<file path="src/rtl/hex_update_queue.sv">
// Hex-digit update queue feeding the 7-segment latch stage.
// Update requests are buffered in a small FIFO and decoded to active-low
// segment patterns. Each pattern is presented with a one-cycle io_flag strobe,
// and consecutive strobes are kept at least HOLD_CYCLES apart.
module hex_update_queue #(
   parameter int DEPTH       = 4,
   parameter int HOLD_CYCLES = 4
) (
   input  logic                     clk,
   input  logic                     reset,
   input  logic                     wr_en,
   input  logic [3:0]               wr_data,
   input  logic                     wr_blank,
   output logic                     full,
   output logic [$clog2(DEPTH):0]   count,
   output logic                     overflow,
   output logic [6:0]               seg_out,
   output logic                     io_flag
);

   localparam int AW = $clog2(DEPTH);
   localparam int CW = (HOLD_CYCLES > 1) ? $clog2(HOLD_CYCLES) : 1;

   typedef enum logic {
      READY = 1'b0,
      HOLD  = 1'b1
   } paceState_e;

   logic [4:0]    mem_q [DEPTH];
   logic [AW-1:0] wrPtr_q, wrPtr_d;
   logic [AW-1:0] rdPtr_q, rdPtr_d;
   logic [AW:0]   count_q, count_d;
   logic [CW-1:0] cnt_q, cnt_d;
   logic [6:0]    seg_q, seg_d;
   logic          ioFlag_q, ioFlag_d;
   logic          overflow_q, overflow_d;
   paceState_e    paceState;
   logic          pushOk;
   logic          popOk;
   logic [4:0]    headEntry;
   logic [6:0]    headSeg;

   assign full     = (count_q == (AW+1)'(DEPTH));
   assign count    = count_q;
   assign overflow = overflow_q;
   assign seg_out  = seg_q;
   assign io_flag  = ioFlag_q;

   // Pacing state is simply whether the hold counter has run out.
   always_comb begin
      paceState = (cnt_q == '0) ? READY : HOLD;
   end

   // Push uses the occupancy before any same-edge pop, and pop only sees
   // entries already stored, so an entry can never bypass through in one edge.
   always_comb begin
      pushOk = wr_en && !full;
      popOk  = (paceState == READY) && (count_q != '0);
   end

   // Decode the head entry into an active-low gfedcba pattern.
   always_comb begin
      headEntry = mem_q[rdPtr_q];
      headSeg   = 7'b1111111;
      if (!headEntry[4]) begin
         case (headEntry[3:0])
            4'h0: headSeg = 7'b1000000;
            4'h1: headSeg = 7'b1111001;
            4'h2: headSeg = 7'b0100100;
            4'h3: headSeg = 7'b0110000;
            4'h4: headSeg = 7'b0011001;
            4'h5: headSeg = 7'b0010010;
            4'h6: headSeg = 7'b0000010;
            4'h7: headSeg = 7'b1111000;
            4'h8: headSeg = 7'b0000000;
            4'h9: headSeg = 7'b0010000;
            4'hA: headSeg = 7'b0001000;
            4'hB: headSeg = 7'b0000011;
            4'hC: headSeg = 7'b1000110;
            4'hD: headSeg = 7'b0100001;
            4'hE: headSeg = 7'b0000110;
            default: headSeg = 7'b0001110;
         endcase
      end
   end

   // Next-state logic for pointers, occupancy, pacing counter and outputs.
   always_comb begin
      wrPtr_d    = wrPtr_q;
      rdPtr_d    = rdPtr_q;
      count_d    = count_q;
      cnt_d      = cnt_q;
      seg_d      = seg_q;
      ioFlag_d   = 1'b0;
      overflow_d = overflow_q;

      if (pushOk) begin
         wrPtr_d = wrPtr_q + 1'b1;
      end
      if (wr_en && full) begin
         overflow_d = 1'b1;
      end

      if (popOk) begin
         rdPtr_d  = rdPtr_q + 1'b1;
         seg_d    = headSeg;
         ioFlag_d = 1'b1;
         cnt_d    = CW'(HOLD_CYCLES - 1);
      end else if (paceState == HOLD) begin
         cnt_d = cnt_q - 1'b1;
      end

      case ({pushOk, popOk})
         2'b10:   count_d = count_q + 1'b1;
         2'b01:   count_d = count_q - 1'b1;
         default: count_d = count_q;
      endcase
   end

   // Control and output registers with synchronous reset.
   always_ff @(posedge clk) begin
      if (reset) begin
         wrPtr_q    <= '0;
         rdPtr_q    <= '0;
         count_q    <= '0;
         cnt_q      <= '0;
         seg_q      <= 7'b1111111;
         ioFlag_q   <= 1'b0;
         overflow_q <= 1'b0;
      end else begin
         wrPtr_q    <= wrPtr_d;
         rdPtr_q    <= rdPtr_d;
         count_q    <= count_d;
         cnt_q      <= cnt_d;
         seg_q      <= seg_d;
         ioFlag_q   <= ioFlag_d;
         overflow_q <= overflow_d;
      end
   end

   // FIFO storage; entries are only read once the occupancy says they exist.
   always_ff @(posedge clk) begin
      if (!reset && pushOk) begin
         mem_q[wrPtr_q] <= {wr_blank, wr_data};
      end
   end

endmodule

</file>
<file path="config.mk">
export PLATFORM = sky130hd
export DESIGN_NAME = hex_update_queue
export DESIGN_NICKNAME = d
export VERILOG_FILES = /design/src/rtl/hex_update_queue.sv
export SDC_FILE = /design/constraint.sdc
export NUM_CORES = 1
export LEC_CHECK = 0
export BUFFER_PORTS_ARGS = -buffer_cell sky130_fd_sc_hd__buf_2
export CAP_MARGIN = 20
export CORE_MARGIN = 2
export CORE_UTILIZATION = 54
export CTS_BUF_LIST = sky130_fd_sc_hd__clkbuf_2
export CTS_CLUSTER_SIZE = 40
export DETAILED_ROUTE_END_ITERATION = 10
export GPL_TIMING_DRIVEN = 0
export PLACE_DENSITY = 0.81
export SETUP_SLACK_MARGIN = 0.02
export SLEW_MARGIN = 20
export SYNTH_ARGS = -nofsm -noshare
export SYNTH_HDL_FRONTEND = slang
export SYNTH_SLANG_ARGS = --single-unit
</file>
<file path="constraint.sdc">
create_clock -name clk -period 2.1 [get_ports clk]
set_input_delay 0.21 -clock clk [delete_from_list [all_inputs] [get_ports clk]]
set_output_delay 0.21 -clock clk [all_outputs]
set_load 0.01 [all_outputs]
</file>
# Word-level counts from Yosys, hierarchy flattened
# Memories as Yosys holds them, arrays and structs flattened. A register that Yosys moved wholly into a read port is not among the register bits.
# Index checks and enable logic that the tools add are counted.
totals:
  ram_bits: 20
  mem_count: 2
  rom_bits: 112
  register_bits: 18
  word_cells: 36
  in_bits: 8
  latchBits: 0
classes:
  n_eq_ne: 4
  bitwise_logic: 0
  n_addsub: 5
  n_lt_le_gt_ge: 0
  multipliers: 0
  shift: 0
  muxes: 9
  div_mod_pow: 0
  reduce_logical: 9
memory_table:
  columns: ["memory", "depth", "width", "rd", "rd_clocked_by_memory_dff", "write_ports", "line_no", "rtl"]
  rows:
  - ["(no name shown)", 16, 7, 1, 0, 0, "66", "case (headEntry[3:0])"]
  - ["mem_q", 4, 5, 1, 1, 1, "29", "logic [4:0] mem_q [DEPTH];"]
ops:
  columns: ["operator", "count"]
  rows:
  - ["$mux W2", 4]
  - ["$mux W7", 1]
  - ["$pmux W3 S2", 1]
  - ["$add A2 B1 Y2 const B", 2]
  - ["$logic_and A1 B1 Y1", 4]
  - ["$add A3 B1 Y3 const B", 1]
  - ["$eq A3 B3 Y1 const B", 1]
  - ["$mux W1", 3]
  - ["$reduce_bool A3 Y1", 1]
  - ["$sub A3 B1 Y3 const B", 1]
  - ["$eq A2 B1 Y1 const B", 1]
  - ["$eq A2 B2 Y1 const B", 1]
  - ["$logic_not A1 Y1", 2]
  - ["$logic_not A2 Y1", 1]
  - ["$ne A2 B2 Y1 const B", 1]
  - ["$reduce_bool A2 Y1", 1]
  - ["$sub A2 B1 Y2 const B", 1]

# Depth between registers and ports, before layout
# Gate-level depths: netlist (run 1).
logic_depth:
  depth_word: 6
  ltp_mapped: 10

# Worst setup path after synthesis (run 1)
# Ideal clock, no wire load.
synth_timing:
  path_type: "register to register"
  startpoint: "register count_q[0], in the netlist count[0]"
  endpoint: "register count_q[2], in the netlist count[2]"
  period_less_slack_ns: 2.132
  n_path_buf: 0
  setup_ns: 0.070
  t_arrival_ns: 2.062
  path_stages_with_launch: 10
  path_slack_ns: -0.032
  path_cell_list: "dfxtp_1 > inv_1 > and3_1 > nand2b_1 > ha_1 > inv_1 > fa_1 > xor2_1 > or3_1 > a21oi_1"
synth_between:
  elab_chain_len: 5
  elab_cells_between_ends: 11
  cone_classes: "add/sub (2); eq/ne (3); mux (1); reduce/logical (5)"
synth_lines:
  columns: ["item", "line_no", "rtl"]
  rows:
  - ["start: declaration", "32", "logic [AW:0] count_q, count_d;"]
  - ["start signal: assignment", "133", "count_q <= count_d;"]
  - ["$eq A3 B3 Y1 *", "43", "assign full = (count_q == (AW+1)'(DEPTH));"]
  - ["net full", "14", "output logic full,"]
  - ["$logic_not A1 Y1 *", "57", "pushOk = wr_en && !full;"]
  - ["$logic_and A1 B1 Y1 *", "57", null]
  - ["$eq A2 B1 Y1 / $eq A2 B2 Y1 (equally long branches)", "113", "case ({pushOk, popOk})"]
  - ["$pmux W3 S2 / $reduce_bool A2 Y1 (equally long branches)", null, null]
# The timed path passes the listed nets; every way through them passes the cells marked *.
# A chain may end at the register's enable or synchronous reset.

# Worst setup path in the final report (run 1)
layout_timing:
  startpoint: "register count_q[0], in the netlist count[0]"
  endpoint: "register count_q[2], in the netlist count[2]"
layout_between:
  elab_chain_len: 5
  elab_cells_between_ends: 11
  cone_classes: "add/sub (2); eq/ne (3); mux (1); reduce/logical (5)"
layout_lines:
  columns: ["item", "line_no"]
  rows:
  - ["$eq A3 B3 Y1", "43"]
  - ["$logic_not A1 Y1", "57"]
  - ["$logic_and A1 B1 Y1", "57"]
  - ["$eq A2 B1 Y1 / $eq A2 B2 Y1 (equally long branches)", "113"]
  - ["$pmux W3 S2 / $reduce_bool A2 Y1 (equally long branches)", null]
# Parallel ways exist; a longest one is shown, timed or not.

==> results by group, run 1 <==
Detailed routing
  – Met3 wire length: 153 um
  – Met2 WL: 2023 um
  – TritonRoute pass-1 iters: 4
  – Iter 0 DRT Violations: 66
  – DRC errors left: 0
  – Final WL: 3776 um
  – Via/cell ratio: 5.287
  – Routed vias: 1306
  – Post-DR wirelength/cell: 15.29 um
  – Final ANT Viol Nets: 0
  – Max layer used: met4
  – Routed met1 length: 1514 um

Run status
  – Failing checks: negative setup slack
  – Status: complete, but fails checks

Power
  – Total power: 2.996 mW
  – Net Switching: 1.155 mW
  – Seq pwr share: 36.5%
  – Static Leak: 0.9109 nW
  – Clock share of power: 11.0%
  – Switching Share: 38.56%
  – Peak supply drop: 0.0006895 V
  – Combinational power share: 52.5%
  – Pwr Density: 1274 nW/um^2
  – P_int: 1.841 mW

Setup path
  – Crit. End Element: register
  – Crit Reg-Reg Startpoint: count[0]
  – Critical Path Start Type: register
  – Reg2Reg Capture Point: count[2]
  – Depth of the most critical reg-to-reg path: 10
  – Crit path DAT: 2.41 ns
  – Crit Path Class: register to register
  – Critical path endpoint: count[2]
  – Crit path max fanout: 3
  – Critical path required time: 2.40 ns
  – Reg2reg setup slack: -0.01 ns
  – Critical path launch point: count[0]

STA
  – Rel. slew slack: 72.09%
  – Clk_skew: 0.03031 ns
  – Final setup fails: 1
  – RSZ-0062 raised after global routing: true
  – Slew Viols, Final: 0
  – Final period util: 100.5%
  – Final worst setup slack: -0.009758 ns
  – Max Clock Freq: 474.0 MHz
  – Hold WS: 0.02714 ns
  – Final Hold Fails: 0
  – Slew at the pin with the worst max-slew slack: 0.4187 ns
  – Fin crit period: 2.110 ns

Yosys
  – EDFF count, synth: 20
  – Ys async rst share: 0%
  – Synth warn: 0
  – Top cell type's share of synthesized area: 31.09%
  – Sequential-to-total area share from yosys stat: 51.81%
  – Synth top area cells: edfxtp_1, dfxtp_1, ha_1
  – Syn Area/Cell: 12.07 um^2
  – Net count after synthesis: 181
  – Netlist cell types: 34
  – Yosys top cell by area: edfxtp_1
  – Area of the mapped netlist: 1932 um^2
  – Most used DFF post-synth: edfxtp_1
  – Synthesis-stage register bit count: 40
  – Mapped Cells: 160

Layout
  – Most frequent cells in the layout: buf_2, edfxtp_1, nor2_1, buf_4, dfxtp_1
  – Multi-input gate area in the final layout: 938.4 um^2
  – Reg area: 1012 um^2
  – Design area: 2351 um^2
  – Filler cells: 248
  – Nets: 221
  – Antenna Cells: 0
  – Layout cell share with drive strength beyond 1: 42.29%
  – Area added between synthesis and finish: 21.70%

Clocking
  – CTS tree: built
  – Clock sink total: 40
  – CTS H-Tree Depth: 2
  – Cts bufs inserted: 5
  – CTS root buf: clkbuf_2
  – Clock latency on the worst-skew pair: 0.39 ns
  – Clk slew on worst S/H paths: 0.22 ns
  – Clock tree buffer depth: 2

Floorplanning
  – Row count: 21
  – DIE AREA: 4072 um^2
  – Initial Util: 57.00%
  – Core area: 3390 um^2
  – DIE HEIGHT: 63.81 um
  – Die Width: 63.81 um
  – I/O pins: 21

Global routing
  – Vias in the first global route: 1311
  – Grt total ovfl: 0
  – GRT Overall Usage: 18.61%
  – Largest net degree at the start of global routing: 14
  – Initial antenna violation count: 0
  – Global-route wire length before repair: 5823 um

Placement
  – GPL Wtd Cong: 0.8092
  – Hpwl dp: 2539 um
  – Port Buffer Count: 20
  – Placed inst area: 2097 um^2

Worst hold path
  – Hold WC Path Type: primary input to register

Flow run
  – Total of max-cap violations: 0
kinds of logic (layout without fill, tap and decap cells):
logic type / count (synthesis) / after routing / share of synthesized area [%]
AOI/OAI and AO/OA: 29 / 29 / 10.49
xor gates and xnor gates: 9 / 9 / 4.081
adders and majority gates: 13 / 13 / 8.808
buffers and inverters: 18 / 59 / 4.469
DFF: 40 / 40 / 51.81
muxes: 15 / 15 / 11.33
and+or+nand+nor: 36 / 36 / 9.002
how the worst min path moves through the flow:
stage,slack [ns],startpoint,to,cells after the start
3_5_place_dp,0.43,wr_data[1],mem_q[1][1],1
4_1_cts,0.003,wr_blank,mem_q[1][4],1
5_1_grt,-0.01,wr_blank,mem_q[3][4],1
3_3_place_gp,0.42,wr_data[1],mem_q[2][1],1
6_report,0.03,wr_data[2],mem_q[2][2],1
2_1_floorplan,0.28,reset,count[2],1
state kept, by name, summed over array words and instances (netlist names), named ones only:
signal and count:
rdPtr_q 2, overflow 1, io_flag 1, count 3
seg_out 7, wrPtr_q 2, cnt_q 2, mem_q 20
worst max-delay path: stages, from the launching register on:
cell and delay (ns):
dfxtp_4 0.41, inv_4 0.06, and3_4 0.19, nand2b_4 0.14
ha_4 0.14, inv_2 0.04, fa_2 0.35, xor2_2 0.16
buf_4 0.14, o21ai_0 0.30, a21oi_2 0.09
cell type report:
| cell class | count | share of cell area, % |
|---|---|---|
| repair buffers | 33 | 8.568 |
| plain buffers | 4 | 1.597 |
| multi-input cells | 102 | 39.91 |
| well taps | 46 | 2.448 |
| clock inverters | 3 | 0.7983 |
| inverters | 14 | 2.555 |
| clock buffers | 5 | 1.064 |
| flip-flops and latches | 40 | 43.05 |
power by group through the flow:
stage                     clock network (mW)  logic, mW  registers [mW]
after global routing                   0.378       1.72            1.12
after global placement                     0       1.08            1.07
after detailed placement                   0       1.15            1.08
after floorplan                            0      0.830            1.10
after CTS                              0.338       1.25            1.07
final                                  0.330       1.57            1.10
stage by stage:
stage	setup WS [ns]	util [%]	TNS, ns	instances
global placement	-0.06672	61.87	-0.06672	226
global route	-0.04766	69.36	-0.07405	247
CTS	0.02328	64.49	0	237
detailed placement	-0.08485	61.87	-0.2116	226
finish	-0.009758	69.36	-0.009758	247
floorplan	0.02780	-	0	160
routing by layer:
metal | vias up | track usage [%]
met5 | - | 0
met4 | 0 | 6.250
met3 | 13 | 5.106
met2 | 27 | 32.94
met1 | 619 | 21.63
li1 | 647 | -
timing repair:
item                                    CTS  global route
setup buffers                             3            10
gates resized for setup                  15            22
hold buffers                              0             0
endpoints found under the setup margin    6             5
pin swaps                                 0             3
synth_stat cells, drive strengths merged (4+ instances only):
cell type	instances
inv	14
dfxtp	20
edfxtp	20
mux2i	8
o22a	4
o21ai	4
mux4	5
and2	4
ha	12
nor2	17
xnor2	6
a21oi	13
Note: power is estimated with default switching activity, not from simulation.
==> run 2: changes to the inputs <==
--- a/config.mk
+++ b/config.mk
@@ -5,14 +5,17 @@
 export SDC_FILE = /design/constraint.sdc
 export NUM_CORES = 1
 export LEC_CHECK = 0
+export ABC_AREA = 1
 export BUFFER_PORTS_ARGS = -buffer_cell sky130_fd_sc_hd__buf_2
 export CAP_MARGIN = 20
 export CORE_MARGIN = 2
 export CORE_UTILIZATION = 54
 export CTS_BUF_LIST = sky130_fd_sc_hd__clkbuf_2
+export CTS_CLUSTER_DIAMETER = 60
 export CTS_CLUSTER_SIZE = 40
 export DETAILED_ROUTE_END_ITERATION = 10
 export GPL_TIMING_DRIVEN = 0
+export HOLD_SLACK_MARGIN = 0.1
 export PLACE_DENSITY = 0.81
 export SETUP_SLACK_MARGIN = 0.02
 export SLEW_MARGIN = 20
==> run 2 against run 1 <==
The run now ends clean. Sequential cell count is the same. Sequential share of layout area up 0.81 points. Via count up 16%. Core utilization shrank 2.0 points. Routed wire length fell by 8.7%. First-iteration DRC count up 59%. Synthesized area rose by 0.58%. Non-clock buffer count down 3. Clock skew shrank 0.018 ns. Largest cell class unchanged.
==> results by group, run 2 <==
Yosys
  – Netlist cell types: 19
  – Syn Area/Cell: 8.913 um^2
  – Yosys top cell by area: edfxtp_1
  – Ys async rst share: 0%
  – Synth warn: 0
  – Top cell type's share of synthesized area: 30.91%
  – Sequential-to-total area share from yosys stat: 51.51%
  – Most frequent cell after synthesis: nand2_1
  – Synthesis-stage register bit count: 40
  – EDFF count, synth: 20
  – Synth top area cells: edfxtp_1, dfxtp_1, nand2_1
  – Most used DFF post-synth: edfxtp_1
  – Net count after synthesis: 239
  – Area of the mapped netlist: 1943 um^2
  – Mapped Cells: 218
  – Synth cell count leaders: nand2_1, inv_1, nand3_1

Layout
  – Fin cells: 302
  – Commonest non-fill, non-tap cell in the layout: nand2_1
  – Most frequent cells in the layout: nand2_1, inv_1, nand3_1
  – Antenna Cells: 0
  – Design area: 2285 um^2
  – Filler cells: 257
  – Max FFs per register: 20
  – Nets: 276
  – Utilization after layout: 67.40%
  – Top reg by flops: mem_q
  – Layout cell share with drive strength beyond 1: 21.48%
  – Area added between synthesis and finish: 17.58%

STA
  – Final period util: 92.70%
  – Final Hold Fails: 0
  – Slew at the pin with the worst max-slew slack: 0.5157 ns
  – Clk_skew: 0.01187 ns
  – RSZ-0062 raised after global routing: false
  – Fin crit period: 1.947 ns
  – Final worst setup slack: 0.1533 ns
  – Max Clock Freq: 513.7 MHz
  – Slew Viols, Final: 0
  – Final setup fails: 0
  – Rel. slew slack: 65.49%

Detailed routing
  – Post-DR wirelength/cell: 11.41 um
  – Via/cell ratio: 5.003
  – TritonRoute pass-1 iters: 4
  – DRC errors left: 0
  – Final WL: 3447 um
  – Routed vias: 1511
  – Iter 0 DRT Violations: 105
  – Final ANT Viol Nets: 0

Setup path
  – Crit path DAT: 2.26 ns
  – Crit Path Class: register to register
  – CP max stage cell: dfxtp_2
  – Delay of the slowest critical-path stage: 0.37 ns
  – Reg2Reg Capture Point: count[2]
  – Buf/Inv on CP: 4
  – Critical path launch point: cnt_q[0]
  – Critical path required time: 2.41 ns
  – Crit. End Element: register
  – Critical Path Start Type: register
  – Critical path's top delay family: adder cells
  – Depth of the most critical reg-to-reg path: 12
  – Crit Reg-Reg Startpoint: cnt_q[0]
  – Reg2reg setup slack: 0.15 ns
  – Crit path max fanout: 3
  – Crit path cell chain: inv_1 -> ha_1 -> inv_1 -> a21oi_2 -> buf_6 -> ha_1 -> inv_2 -> fa_2 -> a21oi_1 -> o21ai_1 -> o21ai_1 -> a21oi_1

Clocking
  – Clock sink total: 40
  – CTS tree: built
  – CTS H-Tree Depth: 2
  – Clock tree buffer depth: 2
  – CTS root buf: clkbuf_2
  – Cts bufs inserted: 5
  – Clock latency on the worst-skew pair: 0.39 ns
  – Clk slew on worst S/H paths: 0.20 ns

Global routing
  – Met2 Track Usage GR: 32.94%
  – Largest net degree at the start of global routing: 14
  – Grt total ovfl: 0
  – GRT Overall Usage: 18.87%
  – Gr busiest metal: met2
  – Vias in the first global route: 1402
  – Initial antenna violation count: 0
  – Global-route wire length before repair: 5865 um
  – Met3 GRT Util: 5.810%
  – Met1 Usage GRT: 21.44%

Floorplanning
  – DIE HEIGHT: 63.99 um
  – I/O pins: 21
  – DIE AREA: 4094 um^2
  – Row count: 21
  – Core area: 3390 um^2
  – Initial Util: 57.33%
  – Die Width: 63.99 um

Power
  – Total power: 2.956 mW
  – Static Leak: 0.9851 nW
  – Peak supply drop: 0.0007140 V
  – Pwr Density: 1294 nW/um^2

Run status
  – Status: completed

Worst hold path
  – Hold wc startpoint: overflow
  – Hold WC Path Type: register to register
  – Worst Hold End: overflow
  – Worst hold path depth: 2

Placement
  – GPL Wtd Cong: 0.8752
  – Place WS: -0.1621 ns
  – Port Buffer Count: 20
  – Placed inst area: 2101 um^2
  – Hpwl dp: 2407 um
  – Placed cells: 284

Flow run
  – Total of max-cap violations: 0
==> run 2: final cells by class <==
class                           instances  area, um^2  share of cell area, %
Timing Repair Buffer                   30       192.7                  8.434
Multi-Input combinational cell        145       818.3                  35.82
Clock buffer                            5       25.02                  1.095
Buffer                                  4       37.54                  1.643
Sequential cell                        40        1002                  43.87
Inverter                               29       108.9                  4.764
Clock inverter                          3       42.54                  1.862
Tap cell                               46       57.56                  2.519
==> run 2: power by group <==
part | switching [mW] | leakage [nW] | internal (mW) | total (mW)
registers | 0.0762 | 0.347 | 0.963 | 1.04
logic | 0.907 | 0.600 | 0.564 | 1.47
clock network | 0.247 | 0.0390 | 0.199 | 0.446
==> run 2: cell families (layout without fill, tap and decap cells) <==
family          Yosys count  in the layout  share of synthesized area, %
compound gates           32             32                         8.242
fa+ha+maj                13             13                         8.757
buf+inv                  33             71                         7.211
flops                    40             40                         51.51
simple gates            100            100                         24.27
==> run 2: what timing repair did <==
| action | CTS | global route |
|---|---|---|
| endpoints found under the setup margin | 2 | 5 |
| hold buffers | 7 | 0 |
| setup buffers | 1 | 2 |
| resized for setup | 3 | 9 |
| pin swaps | 0 | 1 |
| endpoints found under the hold margin | 22 | 0 |
==> run 2: metal layers <==
layer	wire length (um)	share of wire [%]	vias up
li1	-	-	789
met1	1486	43	682
met2	1745	51	34
met3	155	4.5	6
met4	59	1.7	0
met5	0	0	-
==> run 2: tightest hold or removal path, stage by stage (launching register included) <==
cell,delay [ns]
dfxtp_1,0.35
inv_1,0.05
a21oi_1,0.05
==> run 2: worst max-delay path by stage <==
| stage | end | slack [ns] | depth (start not counted) |
|---|---|---|---|
| floorplan | count[2] | 0.05 | 12 |
| global placement | count[2] | -0.15 | 12 |
| detailed placement | count[2] | -0.16 | 12 |
| CTS | count[2] | 0.03 | 12 |
| global route | count[2] | 0.02 | 12 |
| finish | count[2] | 0.15 | 12 |
==> run 2: metrics by stage <==
step	setup TNS [ns]	hold slack, ns
floorplan	0	0.3089
finish	0	0.4726
global route	0	0.4989
CTS	0	0.4745
global placement	-0.1474	0.4242
detailed placement	-0.1891	0.4281
==> run 3: changes to the inputs <==
--- a/config.mk
+++ b/config.mk
@@ -8,6 +8,7 @@
 export ABC_AREA = 1
 export BUFFER_PORTS_ARGS = -buffer_cell sky130_fd_sc_hd__buf_2
 export CAP_MARGIN = 20
+export CORE_ASPECT_RATIO = 0.8
 export CORE_MARGIN = 2
 export CORE_UTILIZATION = 54
 export CTS_BUF_LIST = sky130_fd_sc_hd__clkbuf_2
==> run 3 against run 2 <==
First-iteration DRC count shrank 18%. Critical path type unchanged. Non-clock buffer count unchanged. Sequential cell count stayed put. Routed wire length down 1.9%. Total power shrank 3.9%. Highest routed layer unchanged.
==> results by group, run 3 (same netlist as run 2, synthesis figures left out) <==
STA
  – Max Clock Freq: 505.3 MHz
  – Slew at the pin with the worst max-slew slack: 0.5426 ns
  – RSZ-0062 raised after global routing: false
  – Fin crit period: 1.979 ns
  – Rel. slew slack: 63.69%
  – Final Hold Fails: 0
  – Slew Viols, Final: 0
  – Final worst setup slack: 0.1208 ns
  – Final period util: 94.25%
  – Setup TNS: 0 ns
  – Final setup fails: 0
  – Clk_skew: 0.01953 ns

Power
  – Peak supply drop: 0.0008704 V
  – Static Leak: 0.9763 nW
  – P_int: 1.624 mW
  – Combinational power share: 51.7%
  – Clock share of power: 11.5%
  – Switching Share: 42.82%
  – Pwr Density: 1260 nW/um^2
  – Net Switching: 1.216 mW
  – Seq pwr share: 36.8%

Floorplanning
  – DIE HEIGHT: 57.66 um
  – Row count: 19
  – I/O pins: 21
  – Die Width: 71.07 um
  – Initial Util: 56.37%
  – Core area: 3447 um^2
  – DIE AREA: 4097 um^2

Setup path
  – Critical Path Start Type: register
  – Crit Reg-Reg Startpoint: cnt_q[0]
  – Crit Path Class: register to register
  – Crit path max fanout: 3
  – Crit. End Element: register
  – Critical path endpoint: count[2]
  – Critical path required time: 2.41 ns
  – Reg2Reg Capture Point: count[2]
  – Reg2reg setup slack: 0.12 ns
  – Depth of the most critical reg-to-reg path: 12
  – Critical path launch point: cnt_q[0]
  – Crit path DAT: 2.29 ns

Global routing
  – Initial antenna violation count: 0
  – Met1 Usage GRT: 24.97%
  – Met2 Track Usage GR: 31.91%
  – GRT Overall Usage: 19.20%
  – Global-route wire length before repair: 6085 um
  – Met3 GRT Util: 5.739%
  – Grt total ovfl: 0
  – Gr busiest metal: met2
  – Vias in the first global route: 1447
  – Largest net degree at the start of global routing: 13

Detailed routing
  – Routed vias: 1504
  – DRC errors left: 0
  – Final WL: 3380 um
  – Post-DR wirelength/cell: 11.34 um
  – Final ANT Viol Nets: 0
  – TritonRoute pass-1 iters: 4
  – Iter 0 DRT Violations: 86
  – Via/cell ratio: 5.047

Layout
  – Commonest non-fill, non-tap cell in the layout: nand2_1
  – Area added between synthesis and finish: 16.03%
  – Reg area: 1002 um^2
  – Max FFs per register: 20
  – Filler cells: 277
  – Most frequent cells in the layout: nand2_1, inv_1, nand3_1
  – Nets: 276
  – Multi-input gate area in the final layout: 820.8 um^2
  – Top reg by flops: mem_q
  – Utilization after layout: 65.41%
  – Layout cell share with drive strength beyond 1: 21.88%
  – Antenna Cells: 0

Clocking
  – CTS H-Tree Depth: 2
  – Clock tree buffer depth: 2
  – Clock latency on the worst-skew pair: 0.39 ns
  – Clock sink total: 40
  – Cts bufs inserted: 5
  – CTS root buf: clkbuf_2
  – Clk slew on worst S/H paths: 0.20 ns
  – CTS tree: built

Placement
  – Hpwl dp: 2431 um
  – Place WS: -0.1715 ns
  – GPL Wtd Cong: 0.8729
  – Port Buffer Count: 20

Worst hold path
  – Hold WC Path Type: register to register

Flow run
  – Total of max-cap violations: 0

Run status
  – Status: completed
==> run 3: worst max-delay path: stages (launching register included) <==
cell,delay (ns)
dfxtp_2,0.38
inv_1,0.06
ha_2,0.17
inv_1,0.06
a21oi_2,0.17
buf_6,0.12
ha_2,0.16
inv_2,0.05
fa_2,0.33
a21oi_1,0.14
o21ai_1,0.09
o21ai_1,0.12
a21oi_1,0.05
==> run 3: final cells by class <==
cell class	instances	area share (%)
Sequential cell	40	44.45
Multi-Input combinational cell	145	36.40
Timing Repair Buffer	30	8.546
Inverter	29	4.828
Tap cell	42	2.331
Buffer	4	1.665
Clock buffer	6	1.332
Clock inverter	2	0.4440
==> run 3: repair_timing <==
| action | in CTS | in global routing |
|---|---|---|
| endpoints found under the hold margin | 22 | 0 |
| endpoints found under the setup margin | 2 | 4 |
| buffers inserted | 2 | 1 |
| pin swaps | 0 | 1 |
| hold buffers | 7 | 0 |
| gates cloned | 0 | 0 |
| resized for setup | 4 | 9 |
==> run 3: per-layer routing <==
layer / part of all wire [%] / up-vias
li1: - / 785
met1: 46 / 682
met2: 49 / 32
met3: 4.8 / 5
met4: 0.80 / 0
met5: 0 / -
==> run 3: how the worst min path moves through the flow <==
stage / startpoint / to / slack, ns / cells after the start
final: overflow / overflow / 0.47 / 2
after global routing: overflow / overflow / 0.51 / 2
after CTS: overflow / overflow / 0.47 / 2
after detailed placement: wr_data[3] / mem_q[1][3] / 0.42 / 1
after global placement: wr_data[3] / mem_q[0][3] / 0.42 / 1
after floorplan: wr_data[0] / mem_q[0][0] / 0.31 / 0
==> run 3: through the flow <==
stage	hold slack (ns)	power, mW	area (um^2)	std cells
finish	0.4688	2.841	2255	298
CTS	0.4695	2.794	2232	297
detailed placement	0.4245	2.401	2096	280
global placement	0.4228	2.363	2096	280
global route	0.5083	3.121	2255	298
floorplan	0.3089	2.099	1943	218
==> run 3: power groups by stage <==
| stage | Combinational (mW) | Sequential (mW) | Clock, mW |
|---|---|---|---|
| 2_1_floorplan | 1.02 | 1.08 | 0 |
| 3_3_place_gp | 1.31 | 1.05 | 0 |
| 3_5_place_dp | 1.34 | 1.06 | 0 |
| 4_1_cts | 1.42 | 1.04 | 0.332 |
| 5_1_grt | 1.70 | 1.06 | 0.363 |
| 6_report | 1.47 | 1.05 | 0.328 |
